File: config.mk
export PLATFORM = sky130hd
export DESIGN_NAME = uart_tx_buffer
export DESIGN_NICKNAME = d
export VERILOG_FILES = /design/src/rtl/uart_tx_buffer_pkg.sv /design/src/rtl/uart_tx_buffer_sync_fifo.sv /design/src/rtl/uart_tx_buffer.sv
export SDC_FILE = /design/constraint.sdc
export NUM_CORES = 1
export LEC_CHECK = 0
export CAP_MARGIN = 10
export CORE_MARGIN = 2
export CORE_UTILIZATION = 44
export CTS_CLUSTER_SIZE = 30
export DETAILED_ROUTE_END_ITERATION = 8
export HOLD_SLACK_MARGIN = 0.08
export PLACE_DENSITY = 0.61
export SKIP_CTS_REPAIR_TIMING = 1
export SYNTH_ARGS = -nofsm -noshare
export SYNTH_HDL_FRONTEND = slang
export SYNTH_SLANG_ARGS = --single-unit
export TNS_END_PERCENT = 100
File: constraint.sdc
create_clock -name i_clk -period 3.08 [get_ports i_clk]
set_clock_uncertainty 0.15 [all_clocks]
set_input_delay 0.462 -clock i_clk [delete_from_list [all_inputs] [get_ports i_clk]]
set_output_delay 0.462 -clock i_clk [all_outputs]
set_load 0.01 [all_outputs]
File: src/rtl/uart_tx_buffer_pkg.sv
// Shared constants for the buffered UART transmitter: MMIO addresses,
// enable levels and the transmit FSM state encoding.
package uart_tx_buffer_pkg;

    localparam logic [31:0] UART_ADDR        = 32'h1000_0000;
    localparam logic [31:0] UART_STATUS_ADDR = 32'h1000_0004;

    localparam logic ENABLE  = 1'b1;
    localparam logic DISABLE = 1'b0;

    typedef enum logic [1:0] {
        UTX_IDLE  = 2'd0,
        UTX_START = 2'd1,
        UTX_DATA  = 2'd2,
        UTX_STOP  = 2'd3
    } utx_state_t;

endpackage

File: src/rtl/uart_tx_buffer_sync_fifo.sv
// Synchronous FIFO with registered show-ahead output: o_dout always holds
// the current head, so a pop and a use of the head can share a cycle.
module sync_fifo #(
    parameter int  WIDTH = 8,
    parameter int  DEPTH = 16,
    localparam int AW    = $clog2(DEPTH),
    localparam int CW    = $clog2(DEPTH + 1)
) (
    input  logic             clk,
    input  logic             rst_n,
    input  logic             i_push,
    input  logic             i_pop,
    input  logic [WIDTH-1:0] i_din,
    output logic [WIDTH-1:0] o_dout,
    output logic [CW-1:0]    o_count,
    output logic             o_full,
    output logic             o_empty
);

    logic [WIDTH-1:0] r_mem [DEPTH];
    logic [WIDTH-1:0] r_dout;
    logic [AW-1:0]    r_wr_ptr;
    logic [AW-1:0]    r_rd_ptr;
    logic [AW-1:0]    w_rd_ptr_next;
    logic [CW-1:0]    r_count;
    logic [CW-1:0]    w_count_next;
    logic             r_full;
    logic             r_empty;
    logic             w_push_ok;
    logic             w_pop_ok;

    assign w_push_ok     = i_push && !r_full;
    assign w_pop_ok      = i_pop && !r_empty;
    assign w_rd_ptr_next = r_rd_ptr + AW'(w_pop_ok);

    always_comb begin
        w_count_next = r_count;
        if (w_push_ok && !w_pop_ok) begin
            w_count_next = r_count + CW'(1);
        end else if (!w_push_ok && w_pop_ok) begin
            w_count_next = r_count - CW'(1);
        end
    end

    always_ff @(posedge clk or negedge rst_n) begin
        if (!rst_n) begin
            r_wr_ptr <= '0;
            r_rd_ptr <= '0;
            r_count  <= '0;
            r_full   <= 1'b0;
            r_empty  <= 1'b1;
        end else begin
            r_rd_ptr <= w_rd_ptr_next;
            if (w_push_ok) begin
                r_wr_ptr <= r_wr_ptr + AW'(1);
            end
            r_count <= w_count_next;
            r_full  <= (w_count_next == CW'(DEPTH));
            r_empty <= (w_count_next == '0);
        end
    end

    // A write landing on the next head slot must bypass the array read.
    always_ff @(posedge clk) begin
        if (w_push_ok) begin
            r_mem[r_wr_ptr] <= i_din;
        end
        if (w_push_ok && (r_wr_ptr == w_rd_ptr_next)) begin
            r_dout <= i_din;
        end else begin
            r_dout <= r_mem[w_rd_ptr_next];
        end
    end

    assign o_dout  = r_dout;
    assign o_count = r_count;
    assign o_full  = r_full;
    assign o_empty = r_empty;

endmodule

File: src/rtl/uart_tx_buffer.sv
// Buffered 8N1 UART transmitter: MMIO byte stores queue in a FIFO and are
// shifted out LSB first; status outputs expose fill level and overflow.
module uart_tx_buffer
    import uart_tx_buffer_pkg::*;
#(
    parameter int  CLKS_PER_BIT = 868,
    parameter int  DEPTH        = 16,
    localparam int CW           = $clog2(DEPTH + 1),
    localparam int TW           = $clog2(CLKS_PER_BIT)
) (
    input  logic          i_clk,
    input  logic          i_rst_n,
    input  logic          i_wr_en,
    input  logic [7:0]    i_wr_data,
    input  logic          i_ovf_clr,
    output logic          o_uart_tx,
    output logic          o_full,
    output logic          o_empty,
    output logic [CW-1:0] o_count,
    output logic          o_busy,
    output logic          o_overflow
);

    utx_state_t    r_state;
    logic [TW-1:0] r_clk_cnt;
    logic [2:0]    r_bit_idx;
    logic [7:0]    r_shift;
    logic          r_tx;
    logic          r_busy;
    logic          r_overflow;

    logic [7:0]    w_head;
    logic          w_full;
    logic          w_empty;
    logic          w_bit_end;
    logic          w_pop;
    logic          w_push_ok;

    assign w_bit_end = (r_clk_cnt == TW'(CLKS_PER_BIT - 1));
    assign w_pop     = ((r_state == UTX_IDLE) || ((r_state == UTX_STOP) && w_bit_end)) && !w_empty;
    assign w_push_ok = i_wr_en && !w_full;

    sync_fifo #(
        .WIDTH (8),
        .DEPTH (DEPTH)
    ) u_fifo (
        .clk     (i_clk),
        .rst_n   (i_rst_n),
        .i_push  (i_wr_en),
        .i_pop   (w_pop),
        .i_din   (i_wr_data),
        .o_dout  (w_head),
        .o_count (o_count),
        .o_full  (w_full),
        .o_empty (w_empty)
    );

    // Busy looks one cycle ahead so it is registered yet tracks the frame exactly.
    always_ff @(posedge i_clk or negedge i_rst_n) begin
        if (!i_rst_n) begin
            r_state   <= UTX_IDLE;
            r_clk_cnt <= '0;
            r_bit_idx <= '0;
            r_shift   <= '0;
            r_tx      <= 1'b1;
            r_busy    <= DISABLE;
        end else begin
            case (r_state)
                UTX_IDLE: begin
                    r_tx   <= 1'b1;
                    r_busy <= !w_empty || w_push_ok;
                    if (!w_empty) begin
                        r_shift   <= w_head;
                        r_bit_idx <= '0;
                        r_clk_cnt <= '0;
                        r_tx      <= 1'b0;
                        r_state   <= UTX_START;
                    end
                end
                UTX_START: begin
                    r_busy <= ENABLE;
                    if (w_bit_end) begin
                        r_clk_cnt <= '0;
                        r_tx      <= r_shift[0];
                        r_state   <= UTX_DATA;
                    end else begin
                        r_clk_cnt <= r_clk_cnt + TW'(1);
                    end
                end
                UTX_DATA: begin
                    r_busy <= ENABLE;
                    if (w_bit_end) begin
                        r_clk_cnt <= '0;
                        if (r_bit_idx == 3'd7) begin
                            r_tx    <= 1'b1;
                            r_state <= UTX_STOP;
                        end else begin
                            r_bit_idx <= r_bit_idx + 3'd1;
                            r_shift   <= {1'b0, r_shift[7:1]};
                            r_tx      <= r_shift[1];
                        end
                    end else begin
                        r_clk_cnt <= r_clk_cnt + TW'(1);
                    end
                end
                UTX_STOP: begin
                    if (w_bit_end) begin
                        r_clk_cnt <= '0;
                        if (!w_empty) begin
                            r_shift   <= w_head;
                            r_bit_idx <= '0;
                            r_tx      <= 1'b0;
                            r_busy    <= ENABLE;
                            r_state   <= UTX_START;
                        end else begin
                            r_tx    <= 1'b1;
                            r_busy  <= w_push_ok;
                            r_state <= UTX_IDLE;
                        end
                    end else begin
                        r_clk_cnt <= r_clk_cnt + TW'(1);
                        r_busy    <= ENABLE;
                    end
                end
                default: begin
                    r_state <= UTX_IDLE;
                    r_tx    <= 1'b1;
                end
            endcase
        end
    end

    // A dropped write takes priority over a clear in the same cycle.
    always_ff @(posedge i_clk or negedge i_rst_n) begin
        if (!i_rst_n) begin
            r_overflow <= DISABLE;
        end else if (i_wr_en && w_full) begin
            r_overflow <= ENABLE;
        end else if (i_ovf_clr) begin
            r_overflow <= DISABLE;
        end
    end

    assign o_uart_tx  = r_tx;
    assign o_full     = w_full;
    assign o_empty    = w_empty;
    assign o_busy     = r_busy;
    assign o_overflow = r_overflow;

endmodule

==> results of run 1 <==
-- per-stage QoR --
stage	cell area (um^2)	utilization, %	hold slack (ns)	power, W	instances
2_1_floorplan	7278	-	0.01641	0.005158	439
3_3_place_gp	7751	47.41	0.3080	0.005946	672
3_5_place_dp	7751	47.41	0.3156	0.006014	672
4_1_cts	8334	50.98	0.05670	0.008148	704
5_1_grt	8334	50.98	0.1008	0.008523	704
6_report	8334	50.98	0.02632	0.008047	704
-- layer usage --
| metal | wire length (um) | share of wire [%] |
|---|---|---|
| met1 | 6210 | 45 |
| met2 | 6987 | 51 |
| met3 | 472 | 3.4 |
| met4 | 142 | 1.0 |
| met5 | 0 | 0 |
-- cell type report --
cell class | count | area share, %
sequential | 173 | 59.44
multi-input combinational | 235 | 26.26
clock buffer | 19 | 5.194
timing repair buffer | 29 | 3.333
tap | 220 | 3.303
clock inverter | 13 | 1.802
inverter | 15 | 0.6756
-- critical path, cell delays in order, from the launching register on --
cell and delay, ns:
dfrtp_1 0.40, ha_1 0.25, nand4bb_1 0.31, o31ai_1 0.35, a22o_1 0.33, and2_1 0.28, mux2_2 0.35
-- cells in the final DEF (no fill, tap or decap), drive strengths merged, types with 4 or more instances in the layout --
master,n
clkinv,4
and2,19
nand4,4
nand3,9
mux2i,8
nor2,11
clkdlybuf4s50,20
dfrtp,39
xor2,4
nand2,39
ha,17
edfxtp,128
xnor2,7
buf,9
a21oi,10
o21ai,18
dfxtp,4
a31oi,7
nor3,5
clkbuf,19
inv,21
o31ai,6
mux4,40
-- state kept, by name, summed over array words and instances (netlist names), 2 cells and up, named ones only --
name and count:
r_state 2, u_fifo.r_rd_ptr 4, r_bit_idx 3, u_fifo.o_count 5, r_clk_cnt 10, u_fifo.r_wr_ptr 4
u_fifo.r_mem 128, r_shift 8
-- power by group --
group	leakage, nW	switching, W	internal, W
sequential	1.69	0.000307	0.00296
combinational	0.947	0.00136	0.00130
clock	0.285	0.000915	0.00121
total	2.93	0.00258	0.00547
-- path summary, 6_finish.rpt --
path	to	cells past startpoint	slack (ns)	start
max in group asynchronous	u_fifo.o_count[2]	1	2.17	i_rst_n
max reg2reg	r_bit_idx[0]	6	0.54	r_clk_cnt[0]
max	r_bit_idx[0]	6	0.54	r_clk_cnt[0]
min reg2reg	u_fifo.r_rd_ptr[3]	1	0.32	u_fifo.r_rd_ptr[3]
min in group i_clk	u_fifo.r_rd_ptr[3]	1	0.32	u_fifo.r_rd_ptr[3]
min	r_state[1]	1	0.03	i_rst_n
-- kinds of logic after synthesis --
logic type	share of synthesized area [%]
buf+inv	1.891
simple gates	7.151
flops	68.04
fa+ha+maj	2.922
xor+xnor	1.324
compound gates	5.037
mux	13.63
==> flow_summary.ini, run 1 <==
[layout]
multiInputGateArea_um2 = 2188
final_net_count = 500
final-seq-area_um2 = 4954
drive_gt1_share_pct = 17.77
num_antenna_cells = 0
fillers = 1387
syn2layout_area_growth_pct = 14.51

[synth]
synth_area_um2 = 7278
netlist_top_cells_area = edfxtp_1 53%, dfrtp_1 13%, mux4_2 12%, ha_1 2.9%, nand2_1 2.0%
synth_top_area_cell = edfxtp_1
synth_edf_count = 128
async_reset_ff_share_pct = 23.70
ys.warnings.count = 0
ys_seq_area_share_pct = 68.04
syn_area_per_cell_um2 = 16.58
synth.top_cell.area_share_pct = 52.81
ys_top_cells_by_count = 128 x edfxtp_1, 40 x mux4_2, 39 x dfrtp_1, 39 x nand2_1, 19 x and2_1
yosysMostFrequentCell = edfxtp_1
synthFlopType = edfxtp_1
syn_inst = 439
ys_ff_latch = 173
syn_nets = 468
netlist-cell-type-count = 45

[job]
max_cap_viol_count = 0

[detailed_routing]
drtIter0Drc = 354
dr.pass1.iters = 4
viasPerCell = 5.420
postRouteAntennaNets = 0
remaining_drc_errors = 0
drt_wl_total_um = 13810
vias = 3816
wire_per_inst_um = 19.62

[placed_design]
hpwl_um = 9240
io_buffers = 21
post-place-ws_ns = 0.5615
globalplace.congestion = 0.7921

[clock_tree]
clockRootBuffer = clkbuf_16
clkTransAtPathRegs_ns = 0.07
cts.htree.levels = 4
clock_latency_ns = 0.42
tritoncts = built
cts_buffers = 17
clock_sink_count = 173
cts.path.max_buffers = 2

[sta]
finalWorstSetupSlack_ns = 0.5380
finalCriticalPeriod_ns = 2.542
tightest_slew_ns = 0.9173
finalHoldViolations = 0
fin_crit_sh_pct = 82.53
rsz0062_at_grt = false
finalSetupTns_ns = 0
finalMaxSlewViolations = 0
setup_viol = 0
max_freq_mhz = 393.4
relSlewSlack_pct = 38.85

[die]
io_pins = 22
die_x_um = 132.6
dieArea_um2 = 17590
initial_core_util_pct = 44.52
die_h_um = 132.6
rows = 47
core_area_um2 = 16350

[setup_path]
crit_type = flop to flop
critPathLaunchType = flop
worstPathMaxFanout = 8
critPathArrivalTime_ns = 2.70
required_ns = 3.23
end_kind = flop

[global_routing]
grt_most_used_layer = met2
grt_pass1_wl_um = 22150
grt_max_degree = 42
grt_antenna_before_repair = 0
track_usage_pct = 16.93
grt.overflow.total = 0
use_met3_pct = 3.678
grt_pass1_vias = 3835
use_met2_pct = 27.40
grt_use_met1_pct = 23.23

[pwr]
p_leak_nw = 2.926
powerDensity_nw_per_um2 = 965.6
ir_drop_uv = 630.8

[status]
status = finished, final reports clean

[min_path]
hp-class = input pin to async pin
Note: power is estimated with default switching activity, not from simulation.
==> run 2: changes to the inputs <==
==> constraint.sdc (replaced) <==
create_clock -name i_clk -period 2.46 [get_ports i_clk]
set_clock_uncertainty 0.15 [all_clocks]
set_input_delay 0.369 -clock i_clk [delete_from_list [all_inputs] [get_ports i_clk]]
set_output_delay 0.369 -clock i_clk [all_outputs]
set_load 0.01 [all_outputs]
==> run 2 against run 1 <==
  * Die area did not move
  * Register-to-register slack got worse by 0.35 ns
  * Core utilization rose by 1.3 points
  * Count of clock-buffer cells in the layout did not move
  * Clock power rose by 21%
  * Worst hold slack improved by 0.22 ns
  * Flip-flop and latch count did not move
  * Largest cell class unchanged
==> flow_summary.ini, run 2 (synthesis results as in run 1) <==
[status]
status = finished, final reports clean

[pwr]
powerDensity_nw_per_um2 = 1189
p_leak_nw = 3.027
ir_drop_uv = 697.5
finalPower_w = 0.01016

[sta]
finalCriticalPeriod_ns = 2.276
max_freq_mhz = 439.4
fin_crit_sh_pct = 92.51
tightest_slew_ns = 0.6266
setup_viol = 0
finalMaxSlewViolations = 0
rsz0062_at_grt = false
relSlewSlack_pct = 58.09
finalHoldViolations = 0
holdWs_ns = 0.2500
finalSetupTns_ns = 0
finalWorstSetupSlack_ns = 0.1843

[layout]
final-seq-area_um2 = 4954
num_antenna_cells = 0
layout_commonest_cell = edfxtp_1
regMostFlops = u_fifo.r_mem
fillers = 1352
multiInputGateArea_um2 = 2188
final_net_count = 520
syn2layout_area_growth_pct = 17.35
largest_register_ffs = 128
drive_gt1_share_pct = 20.68
post-route-util_pct = 52.24
top_regs = u_fifo.r_mem (128), r_clk_cnt (10), r_shift (8)
layout_common_cells = 128 x edfxtp_1, 40 x mux4_2, 39 x nand2_1, 39 x dfrtp_1

[clock_tree]
clockRootBuffer = clkbuf_16
clock_latency_ns = 0.43
tritoncts = built
clkTransAtPathRegs_ns = 0.06
cts.path.max_buffers = 2
cts_buffers = 17
cts.htree.levels = 4
clock_sink_count = 173

[global_routing]
grt_antenna_before_repair = 0
grt_pass1_wl_um = 22100
grt_max_degree = 30
track_usage_pct = 16.88
grt.overflow.total = 0
grt_pass1_vias = 3926

[die]
die_h_um = 132.6
rows = 47
dieArea_um2 = 17590
initial_core_util_pct = 44.52
die_x_um = 132.6
core_area_um2 = 16350
io_pins = 22

[setup_path]
cp_cell_sequence = ha_1, nand2b_1, o41ai_4, buf_4, mux2i_1, xnor2_1, inv_1, nor3_1
critPathArrivalTime_ns = 2.47
worstPathMaxFanout = 6
required_ns = 2.66
critPathLaunchType = flop
slowest_stage = dfrtp_1
end_kind = flop
crit_type = flop to flop
max_stage_delay_ns = 0.45

[placed_design]
post-place-ws_ns = 0.1095
hpwl_um = 9293
globalplace.congestion = 0.8267
io_buffers = 21

[detailed_routing]
wire_per_inst_um = 19.35
drtIter0Drc = 371
dr.pass1.iters = 6
drt_wl_total_um = 13990
viasPerCell = 5.447
remaining_drc_errors = 0
vias = 3938
postRouteAntennaNets = 0

[min_path]
hp-class = input pin to async pin

[job]
max_cap_viol_count = 0
-- run 2: metrics by stage --
stage / std cells / instance area (um^2)
floorplan: 439 / 7278
global placement: 689 / 7954
detailed placement: 689 / 7954
CTS: 720 / 8516
global route: 723 / 8541
finish: 723 / 8541
-- run 2: layout make-up --
cell class | count | area share (%)
Tap cell | 220 | 3.223
Clock inverter | 12 | 1.509
Multi-Input combinational cell | 235 | 25.62
Inverter | 15 | 0.6592
Clock buffer | 19 | 5.069
Sequential cell | 173 | 58.00
Timing Repair Buffer | 49 | 5.919
-- run 2: critical path, delay by kind of cell, from the launching register on --
| kind | cells | cell delay, ns |
|---|---|---|
| DFF | 1 | 0.45 |
| AOI/OAI and AO/OA | 1 | 0.33 |
| and+or+nand+nor | 2 | 0.32 |
| adders and majority gates | 1 | 0.29 |
| buffers and inverters | 2 | 0.26 |
| muxes | 1 | 0.23 |
| xor gates and xnor gates | 1 | 0.17 |
-- run 2: layer usage --
metal  global-route usage (%)  routed length, um  vias up
li1                         -                  -     1802
met1                    23.36               6239     2033
met2                    26.34               6977       93
met3                    4.789                573       10
met4                    4.958                202        0
met5                        0                  0        -
-- run 2: power breakdown --
part | internal, W | switching (W) | leakage, nW
clock network | 0.00142 | 0.00116 | 0.275
logic | 0.00177 | 0.00171 | 1.06
registers | 0.00370 | 0.000393 | 1.69
total | 0.00690 | 0.00326 | 3.03
-- run 2: worst paths after layout --
check                      slack (ns)          startpoint            endpoint  cells past startpoint
max                              0.18          r_state[0]      u_fifo.o_empty                      8
min                              0.25             i_rst_n          r_shift[7]                      2
max reg2reg                      0.18          r_state[0]      u_fifo.o_empty                      8
min reg2reg                      0.32  u_fifo.r_rd_ptr[3]  u_fifo.r_rd_ptr[3]                      1
max in group asynchronous        1.20             i_rst_n      u_fifo.o_empty                      3
min in group i_clk               0.32  u_fifo.r_rd_ptr[3]  u_fifo.r_rd_ptr[3]                      1
==> run 3: changes to the inputs <==
--- a/config.mk
+++ b/config.mk
@@ -6,7 +6,6 @@
 export NUM_CORES = 1
 export LEC_CHECK = 0
 export CAP_MARGIN = 10
-export CORE_MARGIN = 2
 export CORE_UTILIZATION = 44
 export CTS_CLUSTER_SIZE = 30
 export DETAILED_ROUTE_END_ITERATION = 8
==> run 3 against run 2 <==
  * Routed wire length is 0.33% lower
  * Register-to-register slack worse by 0.03 ns
  * Setup slack worse by 0.033 ns
  * Critical path depth is 1 lower
  * Via count is 0.33% lower
  * Clock power is 5% lower
  * Die area is 3.0% lower
  * Count of clock-buffer cells in the layout is 1 lower
  * Flip-flop and latch count stayed put
  * Combinational power hardly changed
  * Critical path type unchanged
  * Largest cell class unchanged
  * Largest power group unchanged
==> flow_summary.ini, run 3 (synthesis results as in run 1) <==
[layout]
drive_gt1_share_pct = 21.30
top_regs = u_fifo.r_mem (128), r_clk_cnt (10), r_shift (8)
syn2layout_area_growth_pct = 17.23
layout_common_cells = 128 x edfxtp_1, 40 x mux4_2, 39 x nand2_1
final-seq-area_um2 = 4955
regMostFlops = u_fifo.r_mem
fillers = 1320
largest_register_ffs = 128
layout_commonest_cell = edfxtp_1
post-route-util_pct = 53.32
num_antenna_cells = 0
final_net_count = 523
multiInputGateArea_um2 = 2192

[global_routing]
grt_pass1_vias = 3966
grt_max_degree = 33
grt_antenna_before_repair = 0
grt_pass1_wl_um = 22020
track_usage_pct = 18.16
grt.overflow.total = 0

[pwr]
powerDensity_nw_per_um2 = 1177
finalPower_w = 0.01004
p_leak_nw = 3.025
ir_drop_uv = 618.4

[die]
initial_core_util_pct = 45.49
rows = 46
dieArea_um2 = 17060
io_pins = 22
die_x_um = 130.6
core_area_um2 = 16000
die_h_um = 130.6

[placed_design]
globalplace.congestion = 0.8049
post-place-ws_ns = 0.02055
hpwl_um = 9447
io_buffers = 21

[clock_tree]
cts.path.max_buffers = 2
clockRootBuffer = clkbuf_16
cts.htree.levels = 4
cts_buffers = 17
clkTransAtPathRegs_ns = 0.07
clock_sink_count = 173
clock_latency_ns = 0.42
tritoncts = built

[setup_path]
worstPathMaxFanout = 5
crit_type = flop to flop
r2r_setup_slack_ns = 0.15
r2r-end = r_bit_idx[0]
slowest_stage = dfrtp_1
end_kind = flop
cp_cell_sequence = ha_1, nand4bb_1, buf_4, nor4_1, a22o_1, and2_2, mux2_2
timing.rr.start = r_clk_cnt[0]
required_ns = 2.61
critPathLaunchType = flop
ff2ff_path_depth = 7
max_stage_delay_ns = 0.40
critPathArrivalTime_ns = 2.46

[sta]
finalHoldViolations = 0
finalMaxSlewViolations = 0
fin_crit_sh_pct = 93.85
finalWorstSetupSlack_ns = 0.1513
relSlewSlack_pct = 56.72
max_freq_mhz = 433.1
setup_viol = 0
rsz0062_at_grt = false
finalCriticalPeriod_ns = 2.309
tightest_slew_ns = 0.6472

[detailed_routing]
wire_per_inst_um = 19.29
remaining_drc_errors = 0
vias = 3925
viasPerCell = 5.429
postRouteAntennaNets = 0
drt_wl_total_um = 13950
dr.pass1.iters = 4
drtIter0Drc = 199

[min_path]
hp-class = input pin to async pin

[status]
status = finished, final reports clean

[job]
max_cap_viol_count = 0
## run 3: changes by cell type in the layout (fill, tap and decap cells not counted), sizes merged
cell,change
bufinv,-1
buf,+3
inv,-3
clkinv,+6
clkbuf,-1
## run 3: stage by stage
stage          hold slack (ns)  cell area, um^2  setup TNS, ns  std cells
6_report                0.2481             8532              0        723
5_1_grt                 0.2886             8532              0        723
4_1_cts                -0.2954             8494      -0.001068        719
3_5_place_dp            0.1646             7951              0        687
3_3_place_gp            0.1604             7951              0        687
2_1_floorplan         -0.07659             7278              0        439
## run 3: cell type report
class / instances / area share (%)
sequential: 173 / 58.07
multi-input combinational: 235 / 25.69
timing repair buffer: 52 / 6.042
clock buffer: 18 / 5.030
tap: 216 / 3.168
clock inverter: 14 / 1.335
inverter: 15 / 0.6599
## run 3: how the worst max path moves through the flow
stage | slack (ns) | endpoint | cells after the start | from
after detailed placement | 0.02 | u_fifo.o_full | 7 | r_clk_cnt[0]
after floorplan | 0.23 | u_fifo.o_full | 7 | r_clk_cnt[0]
after global placement | 0.09 | u_fifo.r_mem[2][3] | 4 | i_wr_en
final | 0.15 | r_bit_idx[0] | 7 | r_clk_cnt[0]
after CTS | -0.001 | u_fifo.o_full | 7 | r_clk_cnt[0]
after global routing | 0.01 | r_shift[7] | 8 | r_clk_cnt[0]
## run 3: routing by layer
layer	vias to the layer above	track usage, %	wire [um]
li1	1820	-	-
met1	2026	24.69	6353
met2	67	28.85	7020
met3	12	3.624	393
met4	0	7.437	179
met5	-	0	0
## run 3: power breakdown
group	switching, W	internal, W	total [W]
Sequential	0.000382	0.00371	0.00409
Combinational	0.00172	0.00178	0.00350
Clock	0.00114	0.00131	0.00245
Total	0.00324	0.00680	0.0100
## run 3: critical path: cells and delay by family, from the launching register on
| kind | cells | cell delay (ns) |
|---|---|---|
| DFF | 1 | 0.40 |
| buffers and inverters | 1 | 0.20 |
| muxes | 1 | 0.34 |
| AOI/OAI and AO/OA | 1 | 0.20 |
| adders and majority gates | 1 | 0.25 |
| and+or+nand+nor | 3 | 0.65 |
